`config.mk`:
```
export PLATFORM = sky130hd
export DESIGN_NAME = i_instr_decode
export DESIGN_NICKNAME = d
export VERILOG_FILES = /design/src/rtl/i_instr_decode.sv
export SDC_FILE = /design/constraint.sdc
export NUM_CORES = 1
export LEC_CHECK = 0
export ABC_CLOCK_PERIOD_IN_PS = 1000
export BUFFER_PORTS_ARGS = -buffer_cell sky130_fd_sc_hd__buf_2
export CAP_MARGIN = 20
export CORE_MARGIN = 1.5
export CORE_UTILIZATION = 39
export CTS_CLUSTER_SIZE = 14
export DETAILED_ROUTE_END_ITERATION = 7
export GPL_ROUTABILITY_DRIVEN = 0
export GPL_TIMING_DRIVEN = 0
export PLACE_DENSITY = 0.75
export SYNTH_ARGS = -nofsm -noshare
export SYNTH_HDL_FRONTEND = slang
export SYNTH_SLANG_ARGS = --single-unit
export TNS_END_PERCENT = 5
```
`constraint.sdc`:
```
create_clock -name clk -period 1 [get_ports clk]
set_input_delay 0.2 -clock clk [delete_from_list [all_inputs] [get_ports clk]]
set_output_delay 0.2 -clock clk [all_outputs]
set_load 0.01 [all_outputs]
```
`src/rtl/i_instr_decode.sv`:
```
// Registered RV32I I-type field decoder: slices one instruction word per enabled
// cycle and flags the I-type class, shift-immediates and illegal field combinations.
module i_instr_decode (
    input  logic        clk,
    input  logic        rst_n,
    input  logic        en,
    input  logic [31:0] instr_word,
    output logic [11:0] imm,
    output logic [4:0]  rs1,
    output logic [4:0]  rd,
    output logic [2:0]  funct3,
    output logic [6:0]  opcode,
    output logic [31:0] imm_sext,
    output logic [4:0]  shamt,
    output logic        is_itype,
    output logic        is_load,
    output logic        is_jalr,
    output logic        is_shift,
    output logic        illegal
);

    localparam logic [6:0] OP_IMM = 7'b0010011;
    localparam logic [6:0] LOAD   = 7'b0000011;
    localparam logic [6:0] JALR   = 7'b1100111;
    localparam logic [6:0] SYSTEM = 7'b1110011;

    logic [6:0] nx_opcode;
    logic [2:0] nx_funct3;
    logic [6:0] nx_funct7;
    logic       nx_is_itype;
    logic       nx_is_load;
    logic       nx_is_jalr;
    logic       nx_is_shift;
    logic       nx_illegal;

    // Classification only; the raw slices below are captured for every opcode.
    always_comb begin
        nx_opcode   = instr_word[6:0];
        nx_funct3   = instr_word[14:12];
        nx_funct7   = instr_word[31:25];
        nx_is_itype = 1'b0;
        nx_is_load  = 1'b0;
        nx_is_jalr  = 1'b0;
        nx_is_shift = 1'b0;
        nx_illegal  = 1'b0;
        case (nx_opcode)
            OP_IMM: begin
                nx_is_itype = 1'b1;
                if (nx_funct3 == 3'b001) begin
                    nx_is_shift = 1'b1;
                    nx_illegal  = (nx_funct7 != 7'b0000000);
                end else if (nx_funct3 == 3'b101) begin
                    nx_is_shift = 1'b1;
                    nx_illegal  = (nx_funct7 != 7'b0000000) && (nx_funct7 != 7'b0100000);
                end
            end
            LOAD: begin
                nx_is_itype = 1'b1;
                nx_is_load  = 1'b1;
                nx_illegal  = (nx_funct3 == 3'b011) || (nx_funct3 == 3'b110) ||
                              (nx_funct3 == 3'b111);
            end
            JALR: begin
                nx_is_itype = 1'b1;
                nx_is_jalr  = 1'b1;
                nx_illegal  = (nx_funct3 != 3'b000);
            end
            SYSTEM: begin
                nx_is_itype = 1'b1;
                nx_illegal  = (nx_funct3 == 3'b100);
            end
            default: ;
        endcase
    end

    always_ff @(posedge clk or negedge rst_n) begin
        if (!rst_n) begin
            imm      <= '0;
            rs1      <= '0;
            rd       <= '0;
            funct3   <= '0;
            opcode   <= '0;
            imm_sext <= '0;
            shamt    <= '0;
            is_itype <= 1'b0;
            is_load  <= 1'b0;
            is_jalr  <= 1'b0;
            is_shift <= 1'b0;
            illegal  <= 1'b0;
        end else if (en) begin
            imm      <= instr_word[31:20];
            rs1      <= instr_word[19:15];
            rd       <= instr_word[11:7];
            funct3   <= nx_funct3;
            opcode   <= nx_opcode;
            imm_sext <= {{20{instr_word[31]}}, instr_word[31:20]};
            shamt    <= instr_word[24:20];
            is_itype <= nx_is_itype;
            is_load  <= nx_is_load;
            is_jalr  <= nx_is_jalr;
            is_shift <= nx_is_shift;
            illegal  <= nx_illegal;
        end
    end

endmodule

```
* Word level (Yosys, flattened, before mapping) *
Cells that the tools add are included.

cells by class
  eq/ne operators = 11
  multiplexer cells = 9
  reduce and logical (&&, ||, !) cells = 6

operator list
  operator                                                                 count
  7-bit equality test, second input constant                               2
  3-bit equality test, second input constant                               4
  1-bit two-way mux                                                        8
  7-bit by 2-bit equality test with 1-bit output, second input constant    1
  7-bit by 5-bit equality test with 1-bit output, second input constant    1
  7-bit by 6-bit inequality test with 1-bit output, second input constant  1
  7-bit nonzero test                                                       1
  1-bit case mux with 4 select lines                                       1
  4-bit OR reduction                                                       1
  3-bit by 1-bit equality test with 1-bit output, second input constant    1
  3-bit by 2-bit equality test with 1-bit output, second input constant    1
  3-bit nonzero test                                                       1
  1-bit logical OR                                                         2
  1-bit logical AND                                                        1

storage, ports and cells
  flip-flop bits (word level) = 54
  bits of input ports = 35
  output and inout port bits = 74

* Longest topological paths before layout *
  depth in word-level cells = 5
  gate-level depth with buffers = 5
  mapped depth without buffers = 4

* Worst setup path before layout *
Ideal clock, no wire load.

  kind = input -> register
  start point = input instr_word[2]
  end point = register illegal
  data arrival time = 1.116 ns
  required time = 0.910 ns
  slack = -0.206 ns
  stages = 4
  path buffers = 0
  cells stage by stage = or3_4 > a311o_1 > o21bai_1 > o221ai_1

on the way
  cells in the longest elaborated chain, start to end = 2
  elaborated cells on any way between the ends = 5
  those cells by class = eq/ne: 4; mux: 1

ends and longest elaborated chain
  what                                               line  text
  from (decl)                                        7     input logic [31:0] instr_word,
  7-bit equality test, or another cell as far along  46    case (nx_opcode)
  1-bit case mux with 4 select lines *               46
  to (signal assigned)                               102   illegal <= nx_illegal;
  to (decl)                                          19    output logic illegal

Mark *: on every way between the ends. The rest lies on a longest branch, timed or not.
A chain may end at the register's enable or synchronous reset.

* Worst setup path after layout *
  start point = register imm_sext[11] (netlist name)
  end point = output imm_sext[16]

RTL lines
  what       line  text
  to (decl)  13    output logic [31:0] imm_sext,

No word-level cell between the ends.

==> results.yml <==
routing:
  initialDrtViolationCount: 23
  routed_via_density: 4.71
  ant_nets: 0
  first_pass_iters: 4
  post_drt_wl_per_cell_um: 12.6
  num_vias: 1470
  drt_wl_total_um: 3940
  drc: 0
power:
  intPower_w: 0.00300
  fin_total_pwr_w: 0.00401
  pwr-share-comb: 0.249
  ir_drop_uv: 1030
  p_sw_frac: 0.252
  p_clk_frac: 0.325
  p_seq_frac: 0.426
  power_switching_w: 0.00101
  p_leak_nw: 1.34
  power_density_mw_per_mm2: 1580
sta:
  worst_slew_pin_slew_ns: 0.801
  fin_skew_ns: 0
  slew_viol_final: 0
  final.period_utilization: 1.30
  hold_viol_final: 0
  holdWs_ns: 0.00484
  worst_slack_ns: -0.302
  period_minus_slack_ns: 1.30
  slew_headroom: 0.466
  rsz0062_at_grt: "yes"
  fmax_mhz: 768
  finalSetupTns_ns: -9.08
  finalSetupViolations: 58
setup_path:
  r2r_start: "imm_sext[11]$_DFFE_PN0P_"
  r2r-end: "imm_sext[11]$_DFFE_PN0P_"
  crit_arrival_ns: 1.10
  cp_max_fo: 11
  reg2reg_slack_ns: 0.07
  worst_ep_required_time_ns: 0.80
  endpoint_kind: "output port"
  cp-start-kind: "flip-flop"
  path_class: "reg2out"
  reg2reg_depth: 2
cts:
  clkSlewWorstSetupHoldPaths_ns: 0.07
  cts_htree_levels: 2
  worstSkewPairLatency_ns: 0.28
  cts_root_buf: "clkbuf_8"
  numClockSinks: 37
  cts_tree: "yes"
  cts_hold_buf: 0
  cts-buffers-inserted: 5
  cts_buffer_depth: 2
floorplan:
  die-area_mm2: 0.00499
  io_pins: 109
  die_y_um: 70.7
  core_area_mm2: 0.00438
  rows: 24
  die-width_um: 70.7
  initial_utilization: 0.407
synth:
  synth_cells: 142
  synth_area_per_cell_um2: 12.6
  synthDistinctLibCells: 21
  syn_area_mm2: 0.00179
  syn_nets: 177
  synth_edf_count: 0
  synth_seq_cells: 37
  seq_area_frac_synth: 0.519
  yosysWarnings: 0
  synth_top_flop_cell: "dfrtp_1"
  synthArstFlopShare: 1.00
grt:
  grt_pass1_vias: 1434
  grt-ovfl-total: 0
  antenna_found_initial: 0
  grt_pass1_wl_um: 6490
  track_usage: 0.164
  grt_max_degree: 38
final_layout:
  layout_common_cells: "buf_2 (110), buf_4 (38), dfrtp_1 (36)"
  nets: 294
  antenna_cells: 0
  stdcell_count: 312
  syn_to_final_growth_pct: 42.4
  final_common_cell: "buf_2"
  utilization: 0.580
  layout-drive-gt1-share: 0.746
run_status:
  violations: "setup timing"
  status: "finished, violations left"
min_path:
  hold_path_class: "in2async"
placed_design:
  dp.cells: 301
  hpwl_um: 2990
  portBuffers: 107
job:
  maxCapViolCount: 0
## worst max-delay path, cell delays in order (launching register included)
cell and delay (ns):
dfrtp_2 0.43, buf_6 0.14, buf_4 0.13, buf_2 0.13
## what timing repair did
item	CTS	global route
setup buffers	3	0
gates resized for setup	3	2
endpoints found under the setup margin	75	76
## worst max-delay path by stage
stage / slack [ns] / to / startpoint
4_1_cts: -0.31 / imm_sext[28] / imm_sext[11]$_DFFE_PN0P_
5_1_grt: -0.34 / imm_sext[21] / imm_sext[11]$_DFFE_PN0P_
2_1_floorplan: -0.21 / illegal$_DFFE_PN0P_ / instr_word[2]
3_5_place_dp: -0.40 / illegal$_DFFE_PN0P_ / instr_word[2]
3_3_place_gp: -0.40 / illegal$_DFFE_PN0P_ / instr_word[2]
6_report: -0.30 / imm_sext[16] / imm_sext[11]$_DFFE_PN0P_
## Yosys cell counts (2+ instances only)
library cell	n	area [um^2]
a21o_1	2	15.0
inv_1	4	15.0
buf_4	37	278
nand4b_1	2	17.5
o21ai_0	3	15.0
mux2_2	32	360
nor3_1	3	15.0
nor4_1	4	25.0
buf_2	4	20.0
nor2_1	3	11.3
dfrtp_1	37	926
nand3b_1	2	15.0
## per-stage QoR
step / area, um^2 / setup slack, ns
floorplan: 1790 / -0.206
global placement: 2390 / -0.399
detailed placement: 2390 / -0.401
CTS: 2530 / -0.307
global route: 2540 / -0.343
finish: 2540 / -0.302
## area by class of cell
type,count,area (um^2)
timing repair buffer,110,572
clock inverter,1,30.0
fill,399,1840
buffer,41,298
tap,52,65.1
inverter,4,15.0
sequential,37,927
clock buffer,7,86.3
multi-input combinational,60,549
## cell families after synthesis
family,Yosys count,share of synthesized area
multiplexers,32,0.202
AO/OA/AOI/OAI,9,0.0364
flip-flops,37,0.519
AND/OR/NAND/NOR,19,0.0680
buffers and inverters,45,0.175
## registers in the layout, indices dropped and copies added (netlist names), 3 cells and up
register,count
opcode,7
imm_sext,12
rs1,5
funct3,3
rd,5
## power groups by stage
| stage | logic [W] | registers, W | clock network (W) |
|---|---|---|---|
| global route | 0.00109 | 0.00173 | 0.00141 |
| floorplan | 0.000477 | 0.00181 | 0 |
| finish | 0.000999 | 0.00171 | 0.00131 |
| global placement | 0.000941 | 0.00175 | 0 |
| CTS | 0.00101 | 0.00171 | 0.00135 |
| detailed placement | 0.000959 | 0.00176 | 0 |
## metal layers
metal  track usage  routed length [um]  share of wire  vias up
met5             0                   0              0        -
met4        0.0566                  52          0.013        0
met3        0.0570                 411           0.10        6
met2         0.290                1990           0.51       85
met1         0.185                1480           0.38      688
li1              -                   -              -      691
Note: power is estimated with default switching activity, not from simulation.
